==> src/rtl/ppu_pkg.sv <==
// Shared PPU definitions: CPU-visible register indices, the $4014 DMA
// register address and the sprite DMA state encoding.
package ppu_pkg;

    localparam logic [2:0] PPUCTRL   = 3'h0;
    localparam logic [2:0] PPUMASK   = 3'h1;
    localparam logic [2:0] PPUSTATUS = 3'h2;
    localparam logic [2:0] OAMADDR   = 3'h3;
    localparam logic [2:0] OAMDATA   = 3'h4;
    localparam logic [2:0] PPUSCROLL = 3'h5;
    localparam logic [2:0] PPUADDR   = 3'h6;
    localparam logic [2:0] PPUDATA   = 3'h7;

    localparam logic [15:0] OAM_DMA_REG = 16'h4014;

    typedef enum logic [2:0] {
        IDLE,
        HALT,
        ALIGN,
        READ,
        WRITE
    } dma_state_t;

endpackage

==> src/rtl/oam_dma.sv <==
// Sprite DMA: copies one CPU page into OAMDATA, one read+write per byte pair of CPU cycles.
// Latency: 513 CPU cycles from trigger to done (514 on odd start); stalls whenever ce is low.
module oam_dma
    import ppu_pkg::*;
#(
    parameter int         NBYTES       = 256,
    parameter logic [2:0] OAMDATA_ADDR = OAMDATA,
    parameter bit         ODD_ALIGN    = 1'b1
) (
    input  logic        clk,
    input  logic        rst,
    input  logic        ce,
    input  logic        trig,
    input  logic [7:0]  page,
    output logic [15:0] mem_addr,
    output logic        mem_rd,
    input  logic [7:0]  mem_data_i,
    output logic        ppu_cs,
    output logic        ppu_rw,
    output logic [2:0]  ppu_addr,
    output logic [7:0]  ppu_data,
    output logic        halt,
    output logic        busy,
    output logic        done
);

    localparam logic [7:0] LAST = 8'(NBYTES - 1);

    dma_state_t state_q, state_d;
    logic [7:0] page_q;
    logic [7:0] cnt_q;
    logic [7:0] ppu_data_q;
    logic       parity_q;

    always_ff @(posedge clk) begin
        if (!rst) begin
            state_q    <= IDLE;
            page_q     <= 8'h00;
            cnt_q      <= 8'h00;
            ppu_data_q <= 8'h00;
            parity_q   <= 1'b0;
        end else if (ce) begin
            state_q  <= state_d;
            parity_q <= ~parity_q;
            if (state_q == IDLE && trig) begin
                page_q <= page;
                cnt_q  <= 8'h00;
            end
            if (state_q == READ) begin
                ppu_data_q <= mem_data_i;
            end
            if (state_q == WRITE && cnt_q != LAST) begin
                cnt_q <= cnt_q + 8'd1;
            end
        end
    end

    // parity_q has already toggled past the trigger cycle, so 0 here means the start was odd
    always_comb begin
        state_d = state_q;
        case (state_q)
            IDLE:    if (trig) state_d = HALT;
            HALT:    state_d = (ODD_ALIGN && !parity_q) ? ALIGN : READ;
            ALIGN:   state_d = READ;
            READ:    state_d = WRITE;
            WRITE:   state_d = (cnt_q == LAST) ? IDLE : READ;
            default: state_d = IDLE;
        endcase
    end

    assign mem_rd   = (state_q == READ);
    assign mem_addr = mem_rd ? {page_q, cnt_q} : 16'h0000;
    assign ppu_rw   = (state_q != WRITE);
    assign ppu_addr = (state_q == WRITE) ? OAMDATA_ADDR : 3'h0;
    assign ppu_data = ppu_data_q;
    // rst gating keeps a reset that lands mid-WRITE from leaking a partial strobe
    assign ppu_cs   = rst && ce && (state_q == WRITE);
    assign done     = ppu_cs && (cnt_q == LAST);
    assign halt     = (state_q != IDLE);
    assign busy     = (state_q != IDLE);

endmodule

==> config.mk <==
export PLATFORM = sky130hd
export DESIGN_NAME = oam_dma
export DESIGN_NICKNAME = d
export VERILOG_FILES = /design/src/rtl/ppu_pkg.sv /design/src/rtl/oam_dma.sv
export SDC_FILE = /design/constraint.sdc
export NUM_CORES = 1
export LEC_CHECK = 0
export CORE_MARGIN = 2
export CORE_UTILIZATION = 45
export CTS_CLUSTER_DIAMETER = 40
export CTS_CLUSTER_SIZE = 24
export DETAILED_ROUTE_END_ITERATION = 8
export DONT_BUFFER_PORTS = 1
export GPL_TIMING_DRIVEN = 0
export SYNTH_ARGS = -nofsm -noshare
export SYNTH_HDL_FRONTEND = slang
export SYNTH_SLANG_ARGS = --single-unit
==> constraint.sdc <==
create_clock -name clk -period 5.2 [get_ports clk]
set_input_delay 0.52 -clock clk [delete_from_list [all_inputs] [get_ports clk]]
set_output_delay 0.52 -clock clk [all_outputs]
set_load 0.1 [all_outputs]
* Word level (Yosys, flattened, before mapping) *
Cells that the tools add are included.

word-level totals
  output and inout port bits = 33
  register bits = 28
  input port bits = 20

operators by class
  bitwise gates (word level) = 1
  eq/ne operators = 8
  $add $sub $neg = 1
  multiplexer cells = 8
  reduce and logical (&&, ||, !) cells = 12

operators with widths
  kind                   number
  $mux W16               1
  $mux W8                2
  $pmux W3 S5            1
  $add A8 B1 Y8 const B  1
  $eq A8 B8 Y1 const B   1
  $ne A8 B8 Y1 const B   1
  $reduce_and A2 Y1      4
  $eq A3 B2 Y1 const B   2
  $mux W3                2
  $logic_and A1 B1 Y1    5
  $eq A3 B1 Y1 const B   1
  $eq A3 B3 Y1 const B   1
  $logic_not A3 Y1       1
  $ne A3 B3 Y1 const B   1
  $reduce_bool A3 Y1     1
  $mux W2                1
  $ne A2 B2 Y1 const B   1
  $reduce_bool A2 Y1     1
  $mux W1                1
  $not A1 Y1             1

* Logic depth before layout (Yosys ltp) *
Gate-level depths: netlist of the first run.

  depth after elaboration = 4
  mapped depth = 6

* Worst setup path after synthesis of the first run *
OpenSTA, ideal clock, no wires.

  kind = reg2out
  start point = reg state_q[2]
  end point = out done
  arrival = 3.322 ns
  cell stages (with the launch flop) = 4
  path buffers = 0
  setup slack = 1.358 ns
  cells stage by stage = dfxtp_1 > nor3b_2 > nand3_1 > nor2_1

between the ends
  cells in the longest elaborated chain, start to end = 3

ends and longest elaborated chain
  item                    RTL line       source
  from (decl)             oam_dma.sv:29  dma_state_t state_q, state_d;
  from (signal assigned)  oam_dma.sv:43  state_q <= state_d;
  $eq A3 B3 Y1            oam_dma.sv:77  assign ppu_cs = rst && ce && (state_q == WRITE);
  $logic_and A1 B1 Y1     oam_dma.sv:77
  $logic_and A1 B1 Y1     oam_dma.sv:78  assign done = ppu_cs && (cnt_q == LAST);
  to (decl)               oam_dma.sv:24  output logic done

Every way passes these cells.

* Final worst setup path of the first run *
  start point = reg state_q[1]
  end point = out mem_addr[7]

between the ends
  cells in the longest elaborated chain, start to end = 2

ends and longest elaborated chain
  item          RTL line       source
  $eq A3 B2 Y1  oam_dma.sv:71  assign mem_rd = (state_q == READ);
  net mem_rd    oam_dma.sv:16  output logic mem_rd,
  $mux W16      oam_dma.sv:72  assign mem_addr = mem_rd ? {page_q, cnt_q} : 16'h0000;
  to (decl)     oam_dma.sv:15  output logic [15:0] mem_addr,

The timed path passes the listed nets, and every way through them passes these cells.

==> results_dict.tcl, run 1 <==
set metrics [dict create \
    routed_wl_mm 3.28 \
    setup_violations 0 \
    min_to "ppu_data[2]" \
    grt_max_degree 17 \
    gp_congestion 0.832 \
    postRouteAntennaNets 0 \
    worst_ep_arrival_time_ns 2.90 \
    required_ns 4.68 \
    synth_cell_types 37 \
    cts_tree "done" \
    final_cell_mix "nand2_1 (41), dfxtp_1 (28), and2_1 (18), a21boi_0 (18), clkbuf_1 (9)" \
    synth_simple_gate_area_share_pct 29.8 \
    root_buffer "clkbuf_4" \
    hold_depth 2 \
    cts_resized 0 \
    synth_xor_area_share_pct 0.599 \
    tightest_slew_ns 1.05 \
    grt_use_met3_pct 4.62 \
    reg2reg_depth 6 \
    postCtsHoldBufs 0 \
    synth_edf_count 0 \
    n_antenna_cell 0 \
    start_util_pct 47.5 \
    die_w_microns 61.0 \
    rsz0062_at_grt "false" \
    p_per_area_nw_per_um2 270 \
    slew_headroom_pct 29.6 \
    grtUsageMet2_pct 30.7 \
    drt_iter0_markers 107 \
    viasPerCell 5.37 \
    cap_viol_max_count 0 \
    r2r_start "cnt_q[0]" \
    rows 20 \
    place.detailed.hpwl_mm 2.46 \
    num_io_pins 53 \
    syn_inst 180 \
    min_period_over_period_pct 65.8 \
    synth_top_family_by_area "simple AND/OR/NAND/NOR gates" \
    final_common_cell "nand2_1" \
    finalPower_mw 0.444 \
    final_net_count 211 \
    grt_remaining_overflow 0 \
    track_usage_pct 19.0 \
    htree_levels 1 \
    min_period_ns 3.42 \
    drc_errors 0 \
    avgSynthCellArea_sq_um 8.13 \
    grt_pass1_vias 1147 \
    grt_pass1_wl_mm 5.26 \
    grt.busiest_layer "met2" \
    cts.reportedPaths.clkPinSlew_ns 0.15 \
    cts_max_path_buffers 2 \
    p_leak_nw 0.585 \
    io_buffers 0 \
    placed_cells_incl_taps 227 \
    cp-end-kind "output pin" \
    ir_worst_vdd_v 0.000213 \
    outcome "completed" \
    die_area_sq_um 3720 \
    worstHoldStart "mem_data_i[2]" \
    synth-compound-area-share_pct 23.6 \
    crit_fanout 10 \
    syn_area_sq_um 1460 \
    fmax_ghz 0.292 \
    post_cts_buffers 0 \
    min_path_type "input pin to flip-flop" \
    cts.sinks 28 \
    num_vias 1251 \
    synth.area.mux_share_pct 0 \
    wl_per_cell_microns 14.1 \
    synth_ff_type "dfxtp_1" \
    dr.pass1.iters 4 \
    maxSlewViolCount 0 \
    final_cells 233 \
    clock_latency_ns 0.33 \
    async_flop_share_pct 0 \
    synth-seq-cells 28 \
    ff2ff_setup_slack_ns 3.09 \
    synthToLayoutAreaGrowth_pct 12.5 \
    die_h_microns 61.0 \
    yosysWarnings 0 \
    synthAdderAreaFrac_pct 0.855 \
    fp.coreArea_sq_um 3080 \
    grtUsageMet1_pct 24.8 \
    reg2reg_to "cnt_q[5]" \
    finalSetupTns_ns 0 \
    finClkSkew_ns 0.00126 \
    synth.yosys.seq_area_share_pct 38.3 \
    worstSetupPathType "flip-flop to output pin" \
    final_hold_viol_count 0 \
    antenna_found_initial 0 \
    final_layout_size_suffix_gt1_share_pct 10.6 \
    cp-start-kind "flip-flop" \
    cts_made_buffers 3 \
]
worst max-delay path, cell delays in order (launching register included):
cell,delay (ns)
dfxtp_1,0.52
and3b_1,0.20
clkbuf_1,0.33
clkbuf_1,0.38
buf_16,0.22
clkbuf_1,0.13
and2_1,0.78
synthesized netlist by cell type, types with 3 or more instances:
library cell / number / area [sq um]
nand3_1: 5 / 25.0
clkbuf_1: 8 / 30.0
a21oi_1: 3 / 15.0
nor2_1: 6 / 22.5
inv_1: 6 / 22.5
o21a_1: 3 / 22.5
buf_4: 3 / 22.5
a21boi_0: 18 / 135
dfxtp_1: 28 / 561
nand2_1: 41 / 154
and2_1: 18 / 113
a2111o_1: 4 / 45.0
o2111ai_1: 5 / 43.8
kinds of logic (layout without fill, tap and decap cells):
group / Yosys count / after routing
AOI/OAI and AO/OA: 43 / 43
and+or+nand+nor: 86 / 86
DFF: 28 / 28
xor gates and xnor gates: 1 / 1
adders and majority gates: 1 / 1
buffers and inverters: 20 / 28
other: 1 / 2
power by group:
part	total (mW)	switching [mW]	internal [mW]
registers	0.230	0.00955	0.221
clock network	0.144	0.0664	0.0779
logic	0.0697	0.0505	0.0192
total	0.444	0.126	0.318
cell type report:
class,count,area (sq um)
tap,44,55.1
fill,299,1430
inverter,6,22.5
timing repair buffer,4,62.6
clock buffer,3,22.5
clock inverter,1,30.0
multi-input combinational,133,818
sequential,28,561
buffer,14,73.8
per-layer routing:
layer	wire, microns	share of wire [%]	vias up
met4	31	0.94	0
met5	0	0	-
met2	1590	48	38
met1	1470	45	572
met3	195	5.9	4
li1	-	-	637
per-stage QoR:
step	setup slack (ns)	util (%)	area [sq um]	hold WS [ns]
final	1.78	53.5	1650	0.312
after global routing	1.57	53.5	1650	0.284
after CTS	1.27	52.4	1610	0.307
after detailed placement	1.66	50.7	1560	0.453
after global placement	1.18	49.4	1520	0.446
after floorplan	1.36	-	1470	0.439
registers in the layout, indices dropped and copies added, names as in the netlist:
register,cells
ppu_data,8
state_q,3
parity_q,1
cnt_q,8
page_q,8
worst max path at each step:
stage / start / end / slack [ns] / cells after the start
3_3_place_gp: state_q[2] / done / 1.18 / 3
3_5_place_dp: state_q[1] / mem_addr[11] / 1.66 / 4
2_1_floorplan: state_q[2] / done / 1.36 / 3
4_1_cts: state_q[1] / mem_addr[11] / 1.27 / 4
5_1_grt: state_q[1] / mem_addr[6] / 1.57 / 6
6_report: state_q[1] / mem_addr[7] / 1.78 / 6
Note: power is estimated with default switching activity, not from simulation.
==> run 2: changes to the inputs <==
==> constraint.sdc (replaced) <==
create_clock -name clk -period 3.6 [get_ports clk]
set_input_delay 0.36 -clock clk [delete_from_list [all_inputs] [get_ports clk]]
set_output_delay 0.36 -clock clk [all_outputs]
set_load 0.1 [all_outputs]
==> results_dict.tcl, run 2 (synthesis gave the netlist of run 1 again) <==
set metrics [dict create \
    grt_pass1_vias 1105 \
    track_usage_pct 17.6 \
    path_cells "nor3b_4, nand3_1, nor2_2" \
    min_path_type "input pin to flip-flop" \
    die_w_microns 61.0 \
    cts_max_path_buffers 2 \
    crit_fanout 8 \
    dp_slack_ns 0.242 \
    hold_slack_ns 0.145 \
    antenna_found_initial 0 \
    worst_ep_arrival_time_ns 2.96 \
    root_buffer "clkbuf_4" \
    drt_iter0_markers 38 \
    cp-start-kind "flip-flop" \
    cpLargestDelayFamily "simple AND/OR/NAND/NOR gates" \
    gp_congestion 0.862 \
    synthToLayoutAreaGrowth_pct 8.30 \
    fill_cells 322 \
    final_hold_viol_count 0 \
    cap_viol_max_count 0 \
    worstSetupPathType "flip-flop to output pin" \
    min_period_ns 3.32 \
    slew_headroom_pct 18.3 \
    grt_remaining_overflow 0 \
    fmax_ghz 0.302 \
    cts_tree "done" \
    min_period_over_period_pct 92.1 \
    rsz0062_at_grt "false" \
    crit_buf_inv 0 \
    place.detailed.hpwl_mm 2.37 \
    final_cells 229 \
    final_common_cell "nand2_1" \
    n_antenna_cell 0 \
    drc_errors 0 \
    p_per_area_nw_per_um2 403 \
    layout_setup_ws_ns 0.284 \
    p_leak_nw 0.563 \
    clock_latency_ns 0.33 \
    dr.pass1.iters 4 \
    final_cell_mix "nand2_1 (41), dfxtp_1 (28), and2_1 (18), a21boi_0 (18), clkbuf_1 (7)" \
    num_vias 1240 \
    cts.reportedPaths.clkPinSlew_ns 0.15 \
    crit_slowest_cell "nor3b_4" \
    grt_max_degree 17 \
    io_buffers 0 \
    seqCellArea_sq_um 561 \
    finClkSkew_ns 0.00292 \
    ir_worst_vdd_v 0.000232 \
    cts_made_buffers 3 \
    wl_per_cell_microns 13.7 \
    viasPerCell 5.41 \
    fp.coreArea_sq_um 3080 \
    slowest_delay_ns 1.03 \
    placed_cells_incl_taps 225 \
    outcome "completed" \
    htree_levels 1 \
    setup_violations 0 \
    routed_wl_mm 3.13 \
    num_io_pins 53 \
    start_util_pct 47.5 \
    die_area_sq_um 3720 \
    grt_pass1_wl_mm 4.89 \
    finalSetupTns_ns 0 \
    postRouteAntennaNets 0 \
    final_net_count 207 \
    multi_input_area_sq_um 818 \
    cp-end-kind "output pin" \
    required_ns 3.24 \
    cts.sinks 28 \
    tightest_slew_ns 1.22 \
    die_h_microns 61.0 \
    rows 20 \
    maxSlewViolCount 0 \
    final_layout_size_suffix_gt1_share_pct 10.3 \
    final_util_pct 51.5 \
    post_cts_buffers 0 \
]
[run 2: cell types whose count changed in the layout (fill, tap and decap cells not counted), sizes merged]
cell | before | now
buf | 9 | 6
clkbuf | 12 | 11
[run 2: power breakdown]
part | switching, mW | leakage [nW] | internal (mW)
logic | 0.0715 | 0.309 | 0.0255
registers | 0.0139 | 0.227 | 0.319
clock network | 0.0964 | 0.0279 | 0.113
total | 0.182 | 0.563 | 0.457
[run 2: stage by stage]
| step | area [sq um] | power [mW] |
|---|---|---|
| 4_1_cts | 1580 | 0.646 |
| 3_3_place_gp | 1530 | 0.436 |
| 5_1_grt | 1580 | 0.665 |
| 6_report | 1580 | 0.639 |
| 3_5_place_dp | 1530 | 0.437 |
| 2_1_floorplan | 1470 | 0.425 |
[run 2: cell type report]
| class | instances | area share (%) |
|---|---|---|
| buffer | 14 | 4.74 |
| clock buffer | 3 | 1.42 |
| clock inverter | 1 | 1.90 |
| inverter | 6 | 1.42 |
| multi-input combinational | 133 | 51.7 |
| sequential | 28 | 35.4 |
| tap | 44 | 3.48 |
[run 2: worst paths after layout]
path         startpoint   endpoint  slack, ns  cells past startpoint
max          state_q[2]       done       0.28                      3
min             page[7]  page_q[7]       0.15                      2
max reg2reg  state_q[2]   cnt_q[6]       0.76                      4
min reg2reg   page_q[2]  page_q[2]       0.47                      2
[run 2: layer usage]
metal / part of all wire [%] / vias up / global-route usage [%]
met3: 6.3 / 4 / 3.78
met4: 0.77 / 0 / 5.59
li1: - / 623 / -
met2: 50 / 36 / 31.2
met1: 42 / 577 / 21.4
met5: 0 / - / 0
[run 2: worst reg2reg max path, stage by stage (launching register included)]
cell	delay [ns]
dfxtp_1	0.47
nor3b_4	1.04
inv_1	0.78
a21oi_1	0.31
o221a_2	0.21
[run 2: what timing repair did]
item,in CTS,in global routing
endpoints found under the hold margin,0,0
endpoints found under the setup margin,9,0
hold buffers,0,0
gates resized for setup,1,0
